$ cat config.mk
export PLATFORM = sky130hd
export DESIGN_NAME = regfile_ctrl
export DESIGN_NICKNAME = d
export VERILOG_FILES = /design/src/rtl/regfile_ctrl.sv
export SDC_FILE = /design/constraint.sdc
export NUM_CORES = 1
export LEC_CHECK = 0
export CORE_AREA = 2 2 135 137
export DETAILED_ROUTE_END_ITERATION = 8
export DIE_AREA = 0 0 137 139
export PLACE_DENSITY = 0.69
export RECOVER_POWER = 50
export SYNTH_ARGS = -nofsm -noshare
export SYNTH_HDL_FRONTEND = slang
export SYNTH_SLANG_ARGS = --single-unit
$ cat constraint.sdc
create_clock -name clk -period 2.1 [get_ports clk]
set_clock_uncertainty 0.15 [all_clocks]
set_input_delay 0.42 -clock clk [delete_from_list [all_inputs] [get_ports clk]]
set_output_delay 0.42 -clock clk [all_outputs]
set_load 0.05 [all_outputs]
$ cat src/rtl/regfile_ctrl.sv
// Sequencer that loads r basis vectors into an external register file and then emits NS
// LFSR-selected XOR combinations of them; define REJECT_ZERO_EN to skip all-zero selections.
module regfile_ctrl #(
   parameter int unsigned m  = 79,
   parameter int unsigned r  = 5,
   parameter int unsigned NS = 8
) (
   input  logic                                   clk,
   input  logic                                   rst_b,
   input  logic                                   start,
   input  logic [15:0]                            seed,
   input  logic                                   load_valid,
   input  logic [m-1:0]                           load_data,
   output logic                                   load_ready,
   output logic                                   rf_rw,
   output logic [r:0]                             rf_ctrl_w,
   output logic [((r > 1) ? $clog2(r) : 1)-1:0]   rf_addr,
   output logic [m-1:0]                           rf_data_in,
   input  logic [m-1:0]                           rf_data_out,
   output logic                                   out_valid,
   output logic [m-1:0]                           out_data,
   input  logic                                   out_ready,
   output logic                                   busy,
   output logic                                   done
);

   localparam int unsigned AW = (r > 1) ? $clog2(r) : 1;
   localparam int unsigned CW = $clog2(NS + 1);
   localparam logic [15:0] LFSR_INIT = 16'hACE1;

   typedef enum logic [2:0] {IDLE, LOAD, GEN, CAP, HOLD, DONE} state_t;

   state_t         state;
   state_t         state_nxt;
   logic [AW-1:0]  idx;
   logic [CW-1:0]  cnt;
   logic [15:0]    lfsr;
   logic           load_fire;
   logic           combo_zero;
   logic           gen_issue;
   logic           lfsr_fb;

   assign load_fire  = (state == LOAD) && load_valid;
   assign combo_zero = (lfsr[r-1:0] == '0);
   assign lfsr_fb    = lfsr[15] ^ lfsr[13] ^ lfsr[12] ^ lfsr[10];

`ifdef REJECT_ZERO_EN
   assign gen_issue  = (state == GEN) && !combo_zero;
`else
   assign gen_issue  = (state == GEN);
`endif

   // State register
   always_ff @(posedge clk or negedge rst_b) begin
      if (!rst_b) state <= IDLE;
      else        state <= state_nxt;
   end

   // Next-state logic
   always_comb begin
      state_nxt = state;
      case (state)
         IDLE: if (start) state_nxt = LOAD;
         LOAD: if (load_fire && (idx == AW'(r - 1))) state_nxt = GEN;
         GEN:  if (gen_issue) state_nxt = CAP;
         CAP:  state_nxt = HOLD;
         HOLD: if (out_ready) state_nxt = (cnt == CW'(NS - 1)) ? DONE : GEN;
         DONE: state_nxt = IDLE;
         default: state_nxt = IDLE;
      endcase
   end

   // Decoded outputs; load beats pass straight through to the register-file port
   always_comb begin
      load_ready = 1'b0;
      rf_rw      = 1'b0;
      rf_ctrl_w  = '0;
      rf_addr    = '0;
      rf_data_in = '0;
      busy       = (state != IDLE);
      done       = (state == DONE);
      case (state)
         LOAD: begin
            load_ready = 1'b1;
            if (load_valid) begin
               rf_rw      = 1'b1;
               rf_addr    = idx;
               rf_data_in = load_data;
            end
         end
         GEN: if (gen_issue) rf_ctrl_w = {1'b1, lfsr[r-1:0]};
         default: ;
      endcase
   end

   // Load index, sample count and LFSR
   always_ff @(posedge clk or negedge rst_b) begin
      if (!rst_b) begin
         idx  <= '0;
         cnt  <= '0;
         lfsr <= LFSR_INIT;
      end else begin
         if (state == IDLE && start) begin
            idx  <= '0;
            cnt  <= '0;
            lfsr <= (seed == 16'h0000) ? LFSR_INIT : seed;
         end
         if (load_fire) idx <= AW'(idx + 1'b1);
         if (state == GEN) lfsr <= {lfsr[14:0], lfsr_fb};
         if (state == HOLD && out_ready) cnt <= CW'(cnt + 1'b1);
      end
   end

   // Sample register: rf_data_out is only meaningful the cycle after an issued combination
   always_ff @(posedge clk or negedge rst_b) begin
      if (!rst_b) begin
         out_valid <= 1'b0;
         out_data  <= '0;
      end else if (state == CAP) begin
         out_valid <= 1'b1;
         out_data  <= rf_data_out;
      end else if (state == HOLD && out_ready) begin
         out_valid <= 1'b0;
      end
   end

endmodule
==> out/metrics.yaml <==
yosys.cell_count.top_type: "sky130_fd_sc_hd__dfrtp_1"
cp.arrival_ns: 1.72
hold_path.startpoint: "out_valid$_DFFE_PN0P_"
antenna_found_initial: 0
synth_cell_types: 47
route.final.wire_length_um: 19700
worst_hold_path.num_cells: 2
timing.hold.ws_ns: 0.331
synth-edff-count: 0
clkSlewWorstSetupHoldPaths_ns: 0.07
seq_area_frac_synth_pct: 50.9
drt_pass1_iterations: 4
postLayoutSetupSlackWorst_ns: -0.185
async_flop_share_pct: 100
worstMarginPinSlew_ns: 1.19
grt_use_total_pct: 19.3
hold_path_end: "out_valid$_DFFE_PN0P_"
fp-row-count: 49
worst_r2r_startpoint: "state[2]$_DFFE_PN0P_"
gp_routability_congestion: 0.828
status: "finished with violations"
routed_wire_length_per_instance_um: 19.7
num_vias: 4654
timing.final.setup_violations: 114
first_global_vias: 4816
finish.net_count: 951
route.layer.met1.wl_um: 6430
met3RoutedLength_um: 1600
worst-setup-path-type: "register to primary output"
total_of_flip_flops_plus_latches_after_synthesis: 106
antenna_cells: 0
tritoncts_clock_tree: "done"
dp_cells: 959
synthCells: 388
reg_to_reg_slack_setup_ns: -0.08
drtAntennaViolNets: 0
worst_ir_drop_vdd_v: 0.000843
place_hpwl_um: 15200
grt_first_pass_wirelength_um: 27600
dominantRegCellSynth: "sky130_fd_sc_hd__dfrtp_1"
p_per_area_nw_per_um2: 1620
timing.max_slew.rel_slack_pct: 20.4
initial_utilization_pct: 29.6
achievable-frequency_ghz: 0.438
placement.setup.worst_slack_ns: -0.232
post_synth_main_area_contributors: "sky130_fd_sc_hd__dfrtp_1 (47%), sky130_fd_sc_hd__mux2_4 (20%), sky130_fd_sc_hd__and2_1 (10%)"
synth_largest_type_area_fraction_pct: 46.9
final_cell_count_no_fill: 1003
p_total_mw: 17.1
port-buffer-count: 350
worst-endpoint-required_ns: 1.53
cts.root.buffer_cell: "sky130_fd_sc_hd__clkbuf_16"
first_iter_violations: 164
final_period_minus_worst_setup_slack_ns: 2.29
min-delay-path-class: "register to register"
power_leakage_nw: 4.82
via_per_inst: 4.64
design.portCount: 351
grt_start_max_net_pins: 62
synth_nets: 570
core_area_um2: 17700
post-route-period-util_pct: 109
grt_remaining_overflow: 0
failed_checks: "negative setup slack"
cts_inserted_buffers: 9
critical_path.endpoint_type: "primary output"
cts_sinks: 106
maxUsedRoutingLayer: "met4"
die-area_um2: 19000
synth_largest_area_cell: "sky130_fd_sc_hd__dfrtp_1"
netlist_area_um2: 5230
layout-drive-gt1-share_pct: 42.8
synth.avg_cell_area_um2: 13.5
cp_max_fo: 38
areaGrowthSynthToFinish_pct: 102
timing.rr.end: "out_data[74]$_DFFE_PN0N_"
rsz0062_at_grt: "true"
cap_violations: 0
final_max_slew_viol_count: 0
synth_top_cells_by_count: "sky130_fd_sc_hd__dfrtp_1 (98), sky130_fd_sc_hd__and2_1 (84), sky130_fd_sc_hd__mux2_4 (70)"
die_w_um: 137
cts_htree_levels: 3
ys_warn_count: 0
count_of_filler_cells_inserted_in_the_layout: 1395
die_height_um: 139
worst_setup_path_start_kind: "register"
drc_errors: 0
timing.final.hold_violations: 0
clk-insertion-delay-late_ns: 0.34
worst-r2r-cell-count: 9
clock_path_buffers: 2
met2_length_um: 11200
[critical path, stage by stage (launching register included)]
cell and delay, ns:
sky130_fd_sc_hd__dfrtp_1 0.41, sky130_fd_sc_hd__and4bb_4 0.40, sky130_fd_sc_hd__buf_12 0.20, sky130_fd_sc_hd__and2_1 0.20, sky130_fd_sc_hd__buf_12 0.14
[cell usage in the layout (no fill, tap or decap), types with 4 or more instances in the layout]
cell type and n:
sky130_fd_sc_hd__nor4_1 4, sky130_fd_sc_hd__nand2_1 15, sky130_fd_sc_hd__or3_1 7, sky130_fd_sc_hd__dfstp_2 8
sky130_fd_sc_hd__mux2_1 8, sky130_fd_sc_hd__buf_12 98, sky130_fd_sc_hd__clkbuf_1 39, sky130_fd_sc_hd__o221a_2 6
sky130_fd_sc_hd__a22oi_1 4, sky130_fd_sc_hd__and2_2 13, sky130_fd_sc_hd__mux2_4 70, sky130_fd_sc_hd__o21ai_0 9
sky130_fd_sc_hd__buf_6 5, sky130_fd_sc_hd__buf_4 24, sky130_fd_sc_hd__clkdlybuf4s50_1 179, sky130_fd_sc_hd__clkbuf_16 12
sky130_fd_sc_hd__dfrtp_1 98, sky130_fd_sc_hd__dlygate4sd2_1 25, sky130_fd_sc_hd__dlymetal6s2s_1 16, sky130_fd_sc_hd__and2_4 71
sky130_fd_sc_hd__a221o_1 4
[repair_timing]
item | CTS | global route
hold endpoints to repair | 16 | 0
resized for setup | 85 | 53
buffers inserted | 9 | 14
cloned | 2 | 3
hold buffers | 1 | 0
pin swaps | 9 | 16
endpoints found under the setup margin | 114 | 128
[per-stage QoR]
step	utilization, %	area (um2)	setup TNS (ns)
final	59.7	10500	-15.69
after global routing	59.7	10500	-28.19
after CTS	59.5	10500	-12.14
after detailed placement	56.4	9960	-16.63
after global placement	56.4	9960	-14.51
after floorplan	-	5290	-0.0399
[final cells by class]
type / count / area [um2] / area share [%]
clock buffers: 10 / 229 / 2.17
clock inverters: 6 / 50.0 / 0.475
inverters: 5 / 28.8 / 0.273
multi-input cells: 254 / 2580 / 24.5
flip-flops and latches: 106 / 2660 / 25.3
well taps: 229 / 287 / 2.72
repair buffers: 393 / 4700 / 44.6
[routing by layer]
metal / vias up / global-route usage, %
met5: - / 0
met4: 0 / 7.54
met3: 23 / 5.92
met2: 241 / 37.4
met1: 2285 / 18.5
li1: 2105 / -
[registers in the layout, indices dropped and copies added (netlist names)]
register and flops:
out_data 79, lfsr 16, cnt 4, idx 3, state 3, out_valid 1
[where the power goes]
group	switching, mW	leakage [nW]	internal, mW
clock network	0.757	0.135	0.820
registers	0.605	1.25	3.14
logic	6.68	3.44	5.09
[logic make-up after synthesis]
group,after synthesis,synth area share (%)
multiplexers,81,22.5
AND/OR/NAND/NOR,134,16.5
buffers and inverters,28,3.88
XOR/XNOR,5,0.838
flip-flops,106,50.9
adder cells (fa/ha/maj),3,0.718
AO/OA/AOI/OAI,31,4.64
[how the worst max path moves through the flow]
| stage | endpoint | start |
|---|---|---|
| global placement | rf_data_in[30] | load_valid |
| CTS | rf_data_in[69] | state[1]$_DFFE_PN0P_ |
| global route | rf_data_in[20] | state[2]$_DFFE_PN0P_ |
| floorplan | rf_addr[0] | state[2]$_DFFE_PN0P_ |
| finish | rf_data_in[20] | state[2]$_DFFE_PN0P_ |
| detailed placement | rf_data_in[30] | load_valid |
(Power assumes the default switching activity.)
